===== src/rtl/coeff_ram_loader.sv =====
// coeff_ram_loader: streams signed coefficients into the filter's 4x10 coefficient RAMs and zero-fills unused slots.
// Define COEFF_SYM_EN to accept only the first half of a symmetric set and mirror the rest from an internal buffer.
module coeff_ram_loader #(
    parameter int P_MAX_COEFF = 40,
    parameter int P_RAM_DEPTH = 10,
    parameter int P_DW        = 16
) (
    input  logic            iClk_12M,
    input  logic            iRst,
    input  logic            iLoadStart,
    input  logic [5:0]      iNumTaps,
    input  logic            iCoeffValid,
    input  logic [P_DW-1:0] iCoeffData,
    output logic            oCoeffReady,
    output logic            oCoeffiUpdateFlag,
    output logic            oCsnRam,
    output logic            oWrnRam,
    output logic [3:0]      oAddrRam,
    output logic [P_DW-1:0] oWrDtRam,
    output logic [5:0]      oNumOfCoeff,
    output logic            oBusy,
    output logic            oLoadDone,
    output logic            oErr
);
    localparam logic [5:0] LP_MAX  = 6'(P_MAX_COEFF);
    localparam logic [3:0] LP_WRAP = 4'(P_RAM_DEPTH - 1);

`ifdef COEFF_SYM_EN
    typedef enum logic [2:0] {S_IDLE, S_LOAD, S_MIRROR, S_ZFILL, S_DONE} state_t;
`else
    typedef enum logic [2:0] {S_IDLE, S_LOAD, S_ZFILL, S_DONE} state_t;
`endif

    state_t          state_q, state_d;
    logic [5:0]      n_q, n_d, k_q, k_d;
    logic [3:0]      w_q, w_d;
    logic            ready_q, ready_d, busy_q, busy_d, done_q, done_d, err_q, err_d;
    logic            csn_q, csn_d;
    logic [3:0]      addr_q, addr_d;
    logic [P_DW-1:0] wdat_q, wdat_d;
    logic [5:0]      idx_q, idx_d;
    logic            wr;
    logic [P_DW-1:0] wr_data;
    logic [5:0]      load_last;
    state_t          after_data;

`ifdef COEFF_SYM_EN
    logic [P_DW-1:0] coef_buf_q [P_MAX_COEFF/2];
    logic [5:0]      half;
    logic [4:0]      mirror_idx;
    assign half       = (n_q >> 1) + {5'd0, n_q[0]};
    assign mirror_idx = 5'(n_q - 6'd1 - k_q);
    assign load_last  = half - 6'd1;
`else
    assign load_last  = n_q - 6'd1;
`endif
    // a full 40-tap set leaves nothing to zero-fill
    assign after_data = (n_q == LP_MAX) ? S_DONE : S_ZFILL;

    always_comb begin
        state_d = state_q;
        n_d     = n_q;
        k_d     = k_q;
        w_d     = w_q;
        err_d   = 1'b0;
        wr      = 1'b0;
        wr_data = '0;
        case (state_q)
            S_IDLE: if (iLoadStart) begin
                if (iNumTaps != 6'd0 && iNumTaps <= LP_MAX) begin
                    state_d = S_LOAD;
                    n_d     = iNumTaps;
                    k_d     = '0;
                    w_d     = '0;
                end else err_d = 1'b1;
            end
            S_LOAD: if (iCoeffValid && ready_q) begin
                wr      = 1'b1;
                wr_data = iCoeffData;
`ifdef COEFF_SYM_EN
                if (k_q == load_last) state_d = (half == n_q) ? after_data : S_MIRROR;
`else
                if (k_q == load_last) state_d = after_data;
`endif
            end
`ifdef COEFF_SYM_EN
            S_MIRROR: begin
                wr      = 1'b1;
                wr_data = coef_buf_q[mirror_idx];
                if (k_q == n_q - 6'd1) state_d = after_data;
            end
`endif
            S_ZFILL: begin
                wr = 1'b1;
                if (k_q == LP_MAX - 6'd1) state_d = S_DONE;
            end
            S_DONE: state_d = S_IDLE;
            default: state_d = S_IDLE;
        endcase
        if (wr) begin
            k_d = k_q + 6'd1;
            w_d = (w_q == LP_WRAP) ? 4'd0 : w_q + 4'd1;
        end
        ready_d = state_d == S_LOAD;
        busy_d  = state_d != S_IDLE;
        done_d  = state_q == S_DONE;
        csn_d   = ~wr;
        addr_d  = wr ? w_q + 4'd1 : addr_q;
        wdat_d  = wr ? wr_data : wdat_q;
        idx_d   = wr ? k_q : idx_q;
    end

    always_ff @(posedge iClk_12M) begin
        if (iRst) begin
            state_q <= S_IDLE;
            n_q     <= '0;
            k_q     <= '0;
            w_q     <= '0;
            ready_q <= 1'b0;
            busy_q  <= 1'b0;
            done_q  <= 1'b0;
            err_q   <= 1'b0;
            csn_q   <= 1'b1;
            addr_q  <= '0;
            wdat_q  <= '0;
            idx_q   <= '0;
        end else begin
            state_q <= state_d;
            n_q     <= n_d;
            k_q     <= k_d;
            w_q     <= w_d;
            ready_q <= ready_d;
            busy_q  <= busy_d;
            done_q  <= done_d;
            err_q   <= err_d;
            csn_q   <= csn_d;
            addr_q  <= addr_d;
            wdat_q  <= wdat_d;
            idx_q   <= idx_d;
        end
    end

`ifdef COEFF_SYM_EN
    always_ff @(posedge iClk_12M) begin
        if (state_q == S_LOAD && iCoeffValid && ready_q) coef_buf_q[k_q[4:0]] <= iCoeffData;
    end
`endif

    assign oCoeffReady       = ready_q;
    assign oCoeffiUpdateFlag = busy_q;
    assign oBusy             = busy_q;
    assign oLoadDone         = done_q;
    assign oErr              = err_q;
    assign oCsnRam           = csn_q;
    assign oWrnRam           = csn_q;
    assign oAddrRam          = addr_q;
    assign oWrDtRam          = wdat_q;
    assign oNumOfCoeff       = idx_q;
endmodule


===== config.mk =====
export PLATFORM = sky130hd
export DESIGN_NAME = coeff_ram_loader
export DESIGN_NICKNAME = d
export VERILOG_FILES = /design/src/rtl/coeff_ram_loader.sv
export SDC_FILE = /design/constraint.sdc
export NUM_CORES = 1
export LEC_CHECK = 0
export ABC_AREA = 1
export BUFFER_PORTS_ARGS = -buffer_cell sky130_fd_sc_hd__buf_2
export CORE_AREA = 3 3 74 76
export DETAILED_ROUTE_END_ITERATION = 12
export DIE_AREA = 0 0 77 79
export PLACE_DENSITY = 0.74
export SLEW_MARGIN = 0
export SYNTH_ARGS = -nofsm -noshare
export SYNTH_HDL_FRONTEND = slang
export SYNTH_SLANG_ARGS = --single-unit

===== constraint.sdc =====
create_clock -name iClk_12M -period 1.6 [get_ports iClk_12M]
set_input_delay 0 -clock iClk_12M [delete_from_list [all_inputs] [get_ports iClk_12M]]
set_output_delay 0 -clock iClk_12M [all_outputs]
set_load 0.1 [all_outputs]

# [Word level (Yosys, flattened, before mapping)]
# Cells that the tools add are included.
[totals] regBits=50 latchBits=0 ramBits=0 mem_bits_ro=0 inputBits=26 output_inout_bits=33 wordCells=59 mem_count=0
[op_classes] n_addsub=3 multipliers=0 div_mod_pow=0 magnitude_cmp=1 eq_ne=8 n_shift=0 n_mux=21 bitwise=3 reduce_logical=11
[ops] cell="16-bit 2-to-1 mux" count=2
[ops] cell="6-bit 2-to-1 mux" count=4
[ops] cell="4-bit 2-to-1 mux" count=5
[ops] cell="3-bit 2-to-1 mux" count=5
[ops] cell="6-bit == test, second input constant" count=2
[ops] cell="3-bit case mux with 3 select lines" count=1
[ops] cell="6-bit by 1-bit adder with 6-bit output, second input constant" count=1
[ops] cell="3-bit by 1-bit == test with 1-bit output, second input constant" count=2
[ops] cell="3-bit by 2-bit == test with 1-bit output, second input constant" count=2
[ops] cell="6-bit == test" count=1
[ops] cell="6-bit <= comparator, second input constant" count=1
[ops] cell="3-bit AND reduction" count=2
[ops] cell="2-bit nonzero test" count=3
[ops] cell="6-bit nonzero test" count=1
[ops] cell="6-bit by 1-bit subtractor with 6-bit output, second input constant" count=1
[ops] cell="4-bit by 1-bit adder with 4-bit output, second input constant" count=1
[ops] cell="4-bit == test, second input constant" count=1
[ops] cell="3-bit zero test" count=1
[ops] cell="1-bit 2-to-1 mux" count=3
[ops] cell="1-bit NOT" count=3
[ops] cell="3-bit nonzero test" count=1
[ops] cell="3-bit OR reduction" count=1
[ops] cell="1-bit logical AND" count=2
[ops] cell="1-bit case mux with 2 select lines" count=1

# [Depth between registers and ports, before layout]
# Gate-level depths: netlist (run 1).
[logic_depth] word_depth=6 mapped_depth=13 mapped_depth_nobuf=13

# [Least setup slack after synthesis (run 1)]
# Ideal clock, no wire load.
[synth_timing] path_type="register to register" startpoint="register ready_q (netlist: oCoeffReady)" endpoint="register wdat_q[0] (netlist: oWrDtRam[0])" setup_time_ps=132 t_arrival_ps=1853 required_time_ps=1468 setup_slack_ps=-385 path_stages_with_launch=8 synth_period_minus_slack_ps=1985 cell_sequence="dfxtp_1 -> clkbuf_1 -> nand3_2 -> nand2_2 -> inv_2 -> buf_2 -> nand2_1 -> a21oi_1"
[synth_between] elab_chain_len=3
[synth_lines] element="from (decl)" line_no="37" rtl="logic ready_q, ready_d, busy_q, busy_d, done_q, done_d, err_q, err_d;"
[synth_lines] element="from (signal assigned)" line_no="132" rtl="ready_q <= ready_d;"
[synth_lines] element="1-bit logical AND *" line_no="77" rtl="S_LOAD: if (iCoeffValid && ready_q) begin"
[synth_lines] element="1-bit 2-to-1 mux / 16-bit 2-to-1 mux (equally long branches)" line_no="77"
[synth_lines] element="1-bit case mux with 2 select lines / 16-bit 2-to-1 mux (equally long branches)" line_no="68" rtl="case (state_q)"
[synth_lines] element="to (signal assigned)" line_no="138" rtl="wdat_q <= wdat_d;"
[synth_lines] element="to (decl)" line_no="40" rtl="logic [P_DW-1:0] wdat_q, wdat_d;"
# Every way passes the cells marked *; elsewhere a longest branch is shown, timed or not.
# A chain may end at the register's enable or synchronous reset.

# [Final worst setup path (run 1)]
[layout_timing] startpoint="register n_q[1]" endpoint="register busy_q (netlist: oBusy)"
[layout_between] elab_chain_len=6
[layout_lines] element="from (decl)" line_no="35" rtl="logic [5:0] n_q, n_d, k_q, k_d;"
[layout_lines] element="from (signal assigned)" line_no="129" rtl="n_q <= n_d;"
[layout_lines] element="6-bit by 1-bit subtractor with 6-bit output / 6-bit == test (equally long branches)" line_no="55, 58"
[layout_lines] element="6-bit == test / 1-bit 2-to-1 mux (equally long branches)" line_no="83, 58"
[layout_lines] element="3-bit 2-to-1 mux *" line_no="83" rtl="if (k_q == load_last) state_d = after_data;"
[layout_lines] element="3-bit 2-to-1 mux *" line_no="77"
[layout_lines] element="3-bit case mux with 3 select lines *" line_no="68"
[layout_lines] element="3-bit nonzero test *" line_no="105" rtl="busy_d = state_d != S_IDLE;"
[layout_lines] element="to (signal assigned)" line_no="133" rtl="busy_q <= busy_d;"
[layout_lines] element="to (decl)" line_no="37"
# Marked as above.

==> qor.txt, run 1 <==
outcome - complete, no violations
slowest cell delay on critical path - 330 ps
htree depth - 2
Max-Cap Viols - 0
met1 usage - 22.84%
DP Area - 0.002557 mm^2
fraction of layout cells with a size suffix above 1 - 24.80%
Total Neg Setup Slack - 0 ps
initial antenna violation count - 0
Via density - 4.957
mapped cell area - 0.002203 mm^2
diode count - 0
Seq/Total Area, Yosys - 45.43%
Die Height - 79 um
GRT busiest layer - met2
Synth area leader - dfxtp_1
CP Max Fanout - 3
Critical Path RT - 1840 ps
DRT antenna net count - 0
die footprint - 0.006083 mm^2
post-synthesis adder-cell area fraction - 2.271%
Synth Area in XOR/XNOR - 1.193%
post-synthesis simple-gate area fraction - 28.00%
total power draw - 2.330 mW
# nets final - 408
clock buffer depth - 2
IO buf count - 58
worst hold path class - input pin to flip-flop
Sw Share - 26.00%
Syn Nets - 331
register share of total power - 54.8%
Setup Crit Path Kind - flip-flop to flip-flop
Overflow after GRT - 0
post-synthesis mux area share - 0%
Max-slew headroom - 66.15%
clock slew at reported path FFs - 90 ps
RSZ-0062 raised after global routing - yes
fin. max-slew vios - 0
Combinational Power Share - 11.8%
Detailed Route Iter0 Violations - 147
post-route clock skew - 14.56 ps
total global-route track usage - 18.78%
post-synthesis compound-gate area fraction - 13.52%
Clk pwr share - 33.4%
Worst Tran Pin Value - 511.3 ps
most area-consuming cells after synthesis - dfxtp_1 (45%), nand2_1 (12%), a21oi_1 (9.3%)
final hold viol count - 0
Int Pwr - 1.724 mW
NetSw - 0.6060 mW
Synthesis Warnings - 0
Slowest-stage cell, CP - dfxtp_2
I/O pin cnt - 59
Syn-to-layout area delta - 31.35%
routed length per instance - 12.50 um
CTS tree - yes
Core Area - 0.004786 mm^2
WP data arrival - 1730 ps
Final HPWL DP - 3558 um
cells after synthesis - 301
Via Count - 2211
DP Worst Slack - 3.748 ps
Placer Congestion - 0.8084
first-pass GRT wire length - 9149 um
DRC violations left - 0
Die W - 77 um
clock root cell - clkbuf_8
CP Launch Type - flip-flop
# fillers - 427
cells along the critical path - inv_2 > ha_4 > inv_2 > nand2_1 > nand2_1 > nor2_1 > nand2_1 > nor2_2 > nand3_2 > o21ai_2 > nand2_1 > nand2_1
vias in the first global route - 1993
met3 Resource Use GR - 5.556%
Mapped Avg Cell Area - 7.320 um^2
largest net degree at the start of global routing - 32
Leakage Power - 1.277 nW
total wire length - 5573 um
most common cell after layout, fill and taps aside - nand2_1
fin crit share - 92.75%
pwr/cell area - 805.2 mW/mm^2
clk_lat worst skew - 310 ps
crit end category - flip-flop
dpl cells - 418
CTS Buf Count - 5
1st-pass router iterations - 4
#FFs+latches synth - 50
Finish-stage setup viols - 0
Finished Layout Cells - 446
post-route cell area - 0.002894 mm^2
clock sink count - 50
fin crit period - 1484 ps
Starting Density - 46.04%
count of cell types in the netlist - 25
Peak VDD IR - 0.0004033 V
largest family of logic cells by synthesized area - simple AND/OR/NAND/NOR gates
CP dominant cell by count - nand2_1
# rows - 25
commonest non-fill, non-tap cells in the layout - nand2_1 (69), buf_2 (58), dfxtp_1 (47)
post-synth top area share - 45.43%
fmax - 673.8 MHz
met2 Usage GRT - 31.10%
Final WS setup - 115.9 ps
## cells in the mapped netlist
| master | n |
|---|---|
| nor3_1 | 1 |
| nand2_1 | 70 |
| o21ai_1 | 1 |
| nand2_2 | 1 |
| nand3b_1 | 2 |
| nand4_1 | 17 |
| dfxtp_1 | 50 |
| inv_2 | 2 |
| nor4_1 | 3 |
| clkbuf_1 | 8 |
| conb_1 | 1 |
| o211ai_1 | 1 |
| ha_1 | 4 |
| buf_4 | 3 |
| nor2_1 | 18 |
| nand3_2 | 1 |
| inv_1 | 31 |
| buf_2 | 4 |
| buf_6 | 1 |
| nor3_4 | 1 |
| xor2_1 | 3 |
| nor2_2 | 3 |
| nand3_1 | 18 |
| a21oi_1 | 41 |
| o21ai_0 | 16 |
## worst paths after layout
kind | startpoint | end | slack (ps) | depth (start not counted)
max reg2reg | n_q[1] | oBusy | 120 | 12
min | iNumTaps[4] | n_q[4] | 30 | 3
min reg2reg | oWrDtRam[13] | oWrDtRam[13] | 460 | 2
max | n_q[1] | oBusy | 120 | 12
## routing by layer
metal / wire length (um) / share of wire (%)
met1: 2359 / 42
met2: 2768 / 50
met3: 278 / 5.0
met4: 166 / 3.0
met5: 0 / 0
## critical path, delay by kind of cell, from the launching register on
kind            cells  cell delay [ps]
compound gates      1              140
fa+ha+maj           1              260
buf+inv             2               70
flops               1              330
simple gates        8              620
## stage by stage
step | hold slack, ps | utilization (%)
after floorplan | 78.66 | -
after global placement | 259.8 | 53.44
after detailed placement | 261.6 | 53.44
after CTS | 2.551 | 59.71
after global routing | 31.92 | 60.47
final | 27.98 | 60.47
## cell type report
type                       count  area (um^2)  area share (%)
multi-input combinational    202         1026           35.45
sequential                    50         1007           34.80
tap                           67        83.83           2.897
timing repair buffer          86        550.5           19.02
clock buffer                   6        82.58           2.853
inverter                      33        126.4           4.367
clock inverter                 2        17.52          0.6053
## registers in the layout, indices dropped and copies added, names as in the netlist, 3 cells and up
register / count
state_q: 3
oWrDtRam: 16
k_q: 6
oAddrRam: 4
n_q: 6
w_q: 4
oNumOfCoeff: 6
## power by group through the flow
stage	Sequential [mW]	Combinational (mW)	Clock, mW
6_report	1.28	0.274	0.778
5_1_grt	1.28	0.305	0.857
4_1_cts	1.28	0.261	0.798
3_5_place_dp	1.30	0.222	0
3_3_place_gp	1.30	0.220	0
2_1_floorplan	1.33	0.129	0
## kinds of logic (layout without fill, tap and decap cells)
logic type / Yosys count / after routing
DFF: 50 / 50
xor gates and xnor gates: 3 / 3
buffers and inverters: 49 / 127
other: 1 / 1
AOI/OAI and AO/OA: 59 / 59
adders and majority gates: 4 / 4
and+or+nand+nor: 135 / 135
## timing repair
| item | in CTS | in global routing |
|---|---|---|
| hold buffers | 20 | 0 |
| endpoints found under the hold margin | 20 | 0 |
| cloned | 0 | 0 |
| buffers inserted | 0 | 0 |
| setup endpoints to repair | 2 | 22 |
| resized for setup | 1 | 13 |
(Power assumes the default switching activity.)
==> inputs of run 2 (changes only) <==
--- a/config.mk
+++ b/config.mk
@@ -7,10 +7,10 @@
 export LEC_CHECK = 0
 export ABC_AREA = 1
 export BUFFER_PORTS_ARGS = -buffer_cell sky130_fd_sc_hd__buf_2
-export CORE_AREA = 3 3 74 76
+export CORE_AREA = 3 3 70 72
 export DETAILED_ROUTE_END_ITERATION = 12
-export DIE_AREA = 0 0 77 79
-export PLACE_DENSITY = 0.74
+export DIE_AREA = 0 0 73 75
+export PLACE_DENSITY = 0.75
 export SLEW_MARGIN = 0
 export SYNTH_ARGS = -nofsm -noshare
 export SYNTH_HDL_FRONTEND = slang
==> qor.txt, run 2 (synthesis gave the netlist of run 1 again) <==
first-pass GRT wire length - 8142 um
WP data arrival - 1680 ps
CP dominant cell by count - nand2_1
Setup Crit Path Kind - flip-flop to flip-flop
fraction of layout cells with a size suffix above 1 - 23.75%
clock slew at reported path FFs - 80 ps
Slowest-stage cell, CP - dfxtp_2
Finished Layout Cells - 431
Die Height - 75 um
Sw Share - 25.82%
Die W - 73 um
Critical Path RT - 1800 ps
Core Area - 0.004354 mm^2
r2r startpoint - n_q[0]
CTS Buf Count - 5
# rows - 24
post-route clock skew - 8.309 ps
clock buffer depth - 2
# nets final - 408
Int Pwr - 1.730 mW
I/O pin cnt - 59
clock sink count - 50
routed length per instance - 12.06 um
Peak VDD IR - 0.0006213 V
fin. max-slew vios - 0
fmax - 677.0 MHz
Post-CTS Setup Inserts - 0
total wire length - 5200 um
commonest non-fill, non-tap cells in the layout - nand2_1 (68), buf_2 (58), dfxtp_1 (48)
Overflow after GRT - 0
max reg flops - 16
die footprint - 0.005475 mm^2
CP startpoint - n_q[0]
# fillers - 390
fin crit share - 92.31%
cells along the critical path - inv_2 > ha_4 > inv_2 > nand2_2 > nand2_1 > nor2_1 > nand2_1 > nor2_2 > nand4_1 > nand2_1 > nand2_1 > nand2_2 > nor2_1
most common cell after layout, fill and taps aside - nand2_1
fin crit period - 1477 ps
htree depth - 2
largest net degree at the start of global routing - 32
CP Max Fanout - 3
Leakage Power - 1.275 nW
Via density - 4.961
DRC violations left - 0
Combinational Power Share - 12.0%
total global-route track usage - 18.88%
Clk pwr share - 33.2%
RSZ-0062 raised after global routing - yes
outcome - complete, no violations
IO buf count - 58
register share of total power - 54.7%
Starting Density - 50.60%
diode count - 0
Syn-to-layout area delta - 31.01%
1st-pass router iterations - 4
Max-Cap Viols - 0
CTS tree - yes
clock root cell - clkbuf_8
slowest cell delay on critical path - 340 ps
DRT antenna net count - 0
Via Count - 2138
vias in the first global route - 1928
worst hold path class - input pin to flip-flop
final hold viol count - 0
hold_ws - 27.75 ps
initial antenna violation count - 0
pwr/cell area - 807.9 mW/mm^2
crit end category - flip-flop
Final HPWL DP - 3331 um
Placer Congestion - 0.8498
dpl cells - 401
Detailed Route Iter0 Violations - 100
clk_lat worst skew - 310 ps
CP Launch Type - flip-flop
Finish-stage setup viols - 0
NetSw - 0.6021 mW
hold path start - iNumTaps[1]
-- run 2: cell type report --
cell class | instances | area [um^2] | share of cell area, %
multi-input cells | 202 | 1017 | 35.24
flip-flops and latches | 50 | 1006 | 34.85
repair buffers | 86 | 571.8 | 19.81
inverters | 33 | 126.4 | 4.378
clock buffers | 6 | 82.58 | 2.861
well taps | 52 | 65.06 | 2.254
clock inverters | 2 | 17.52 | 0.6068
-- run 2: final timing paths --
| kind | cells after the start | to | slack [ps] |
|---|---|---|---|
| setup / recovery | 13 | oCoeffReady | 120 |
| hold reg to reg | 2 | oAddrRam[2] | 460 |
| hold / removal | 3 | n_q[1] | 30 |
| setup reg to reg | 13 | oCoeffReady | 120 |
-- run 2: routing by layer --
layer  track usage [%]  wire length (um)
met1             23.51              2410
met4             6.557                75
met5                 0                 0
met2             31.98              2464
met3             4.539               249
-- run 2: power groups by stage --
stage               clock, mW  combinational, mW  sequential, mW
floorplan                   0              0.129            1.33
global placement            0              0.221            1.30
detailed placement          0              0.224            1.30
CTS                     0.806              0.266            1.28
global route            0.843              0.310            1.28
finish                  0.775              0.280            1.28
-- run 2: per-stage QoR --
step	total power [mW]	area, um^2	util [%]	TNS (ps)	worst slack (ps)
floorplan	1.455	2207	-	0	59.07
CTS	2.348	2856	65.60	0	18.49
detailed placement	1.528	2536	58.25	-11.12	-10.80
global placement	1.525	2536	58.25	0	49.80
global route	2.433	2887	66.29	-109.9	-36.89
finish	2.332	2887	66.29	0	123.0
-- run 2: critical path, delay by kind of cell, from the launching register on --
| kind | cells | cell delay (ps) |
|---|---|---|
| buffers and inverters | 2 | 80 |
| adder cells (fa/ha/maj) | 1 | 260 |
| flip-flops | 1 | 340 |
| AND/OR/NAND/NOR | 10 | 700 |
-- run 2: timing repair --
action	4_1_cts	5_1_grt
endpoints found under the setup margin	2	9
resized for setup	1	12
pin swaps	0	1
hold buffers	22	0
hold endpoints to repair	22	0
==> inputs of run 3 (changes only) <==
--- a/config.mk
+++ b/config.mk
@@ -10,7 +10,7 @@
 export CORE_AREA = 3 3 70 72
 export DETAILED_ROUTE_END_ITERATION = 12
 export DIE_AREA = 0 0 73 75
-export PLACE_DENSITY = 0.75
+export PLACE_DENSITY = 0.76
 export SLEW_MARGIN = 0
 export SYNTH_ARGS = -nofsm -noshare
 export SYNTH_HDL_FRONTEND = slang
==> qor.txt, run 3 (synthesis gave the netlist of run 1 again) <==
WP buf/inv - 2
die footprint - 0.005475 mm^2
RSZ-0062 raised after global routing - yes
Final Util - 65.83%
Final HPWL DP - 3428 um
initial antenna violation count - 0
Post-CTS Setup Inserts - 0
fin crit share - 96.97%
area of the multi-input gates - 0.001026 mm^2
fraction of layout cells with a size suffix above 1 - 24.20%
WP data arrival - 1750 ps
outcome - complete, no violations
CTS Buf Count - 5
Via density - 5.077
final hold viol count - 0
fin. max-slew vios - 0
hold worst-path end - n_q[0]
hold path start - iNumTaps[0]
clock sink count - 50
post-route clock skew - 9.921 ps
Finish-stage setup viols - 0
crit end category - flip-flop
Setup Crit Path Kind - flip-flop to flip-flop
Max-Cap Viols - 0
Peak VDD IR - 0.0004986 V
slowest cell delay on critical path - 340 ps
hold path depth - 3
# rows - 24
CP dominant cell by count - nand2_1
1st-pass router iterations - 4
I/O pin cnt - 59
total global-route track usage - 19.00%
Die W - 73 um
worst hold path class - input pin to flip-flop
Starting Density - 50.60%
Detailed Route Iter0 Violations - 106
worst reg2reg path endpoint - oBusy
clock root cell - clkbuf_8
DP Area - 0.002524 mm^2
diode count - 0
pwr/cell area - 816.9 mW/mm^2
vias in the first global route - 1965
htree depth - 2
CP Launch Type - flip-flop
DRT antenna net count - 0
Placer Congestion - 0.8379
post-route cell area - 0.002867 mm^2
R2R depth - 13
cells along the critical path - inv_2 > ha_4 > inv_2 > nand2_1 > nand2_1 > nor2_1 > nand2_1 > nor2_2 > nand4_1 > nand2_1 > nand2_1 > nand2_2 > nand2_1
CTS tree - yes
Via Count - 2173
clk_lat worst skew - 300 ps
delay-heaviest family, CP - simple AND/OR/NAND/NOR gates
Reg area - 0.001007 mm^2
Syn-to-layout area delta - 30.10%
Critical Path RT - 1790 ps
Die Height - 75 um
total wire length - 5152 um
clock slew at reported path FFs - 80 ps
largest net degree at the start of global routing - 32
Total Neg Setup Slack - 0 ps
CP Max Fanout - 3
# nets final - 406
Stages on worst setup path - 13
clock buffer depth - 2
Overflow after GRT - 0
DRC violations left - 0
most common cell after layout, fill and taps aside - nand2_1
# fillers - 392
fmax - 644.5 MHz
commonest non-fill, non-tap cells in the layout - nand2_1 (69), buf_2 (58), dfxtp_1 (47)
IO buf count - 58
first-pass GRT wire length - 8245 um
Core Area - 0.004354 mm^2
R2R setup slack - 50 ps
Leakage Power - 1.269 nW
Slowest-stage cell, CP - dfxtp_2
r2r startpoint - n_q[0]
routed length per instance - 12.04 um
max reg flops - 16
fin crit period - 1552 ps
-- run 3: worst max-delay path by stage --
stage,startpoint,endpoint,slack [ps]
5_1_grt,n_q[0],oBusy,-90
2_1_floorplan,oCoeffReady,oWrDtRam[0],60
3_5_place_dp,n_q[0],oBusy,-30
6_report,n_q[0],oBusy,50
3_3_place_gp,n_q[0],oBusy,60
4_1_cts,n_q[0],oBusy,10
-- run 3: per-stage QoR --
step | worst slack, ps | power [mW] | hold slack [ps] | cells
finish | 48.42 | 2.342 | 2.863 | 428
global route | -89.51 | 2.446 | 31.86 | 428
CTS | 9.804 | 2.363 | 3.650 | 428
detailed placement | -28.55 | 1.523 | 256.3 | 401
global placement | 59.03 | 1.520 | 250.7 | 401
floorplan | 59.07 | 1.455 | 78.66 | 301
-- run 3: what timing repair did --
action                                  in CTS  in global routing
pin swaps                                    0                  3
hold endpoints to repair                    20                  0
endpoints found under the setup margin       4                 23
gates resized for setup                      4                 11
hold buffers                                20                  0
-- run 3: final cells by class --
cell class / instances / share of cell area, %
Clock buffer: 6 / 3.274
Sequential cell: 50 / 35.14
Inverter: 33 / 4.409
Timing Repair Buffer: 84 / 18.81
Clock inverter: 1 / 0.3055
Multi-Input combinational cell: 202 / 35.79
Tap cell: 52 / 2.270
-- run 3: power breakdown --
group / switching, mW / internal, mW
combinational: 0.162 / 0.107
clock: 0.400 / 0.397
sequential: 0.0173 / 1.26
-- run 3: worst min-delay path, stage by stage --
cell	delay (ps)
buf_2	80
o21ai_0	80
a21oi_1	110
-- run 3: per-layer routing --
layer	GRT usage, %	part of all wire [%]	routed length (um)	vias up
met4	7.787	1.6	82	0
met2	34.36	48	2462	66
li1	-	-	-	1138
met3	4.806	6.0	311	9
met1	21.24	45	2296	960
met5	0	0	0	-
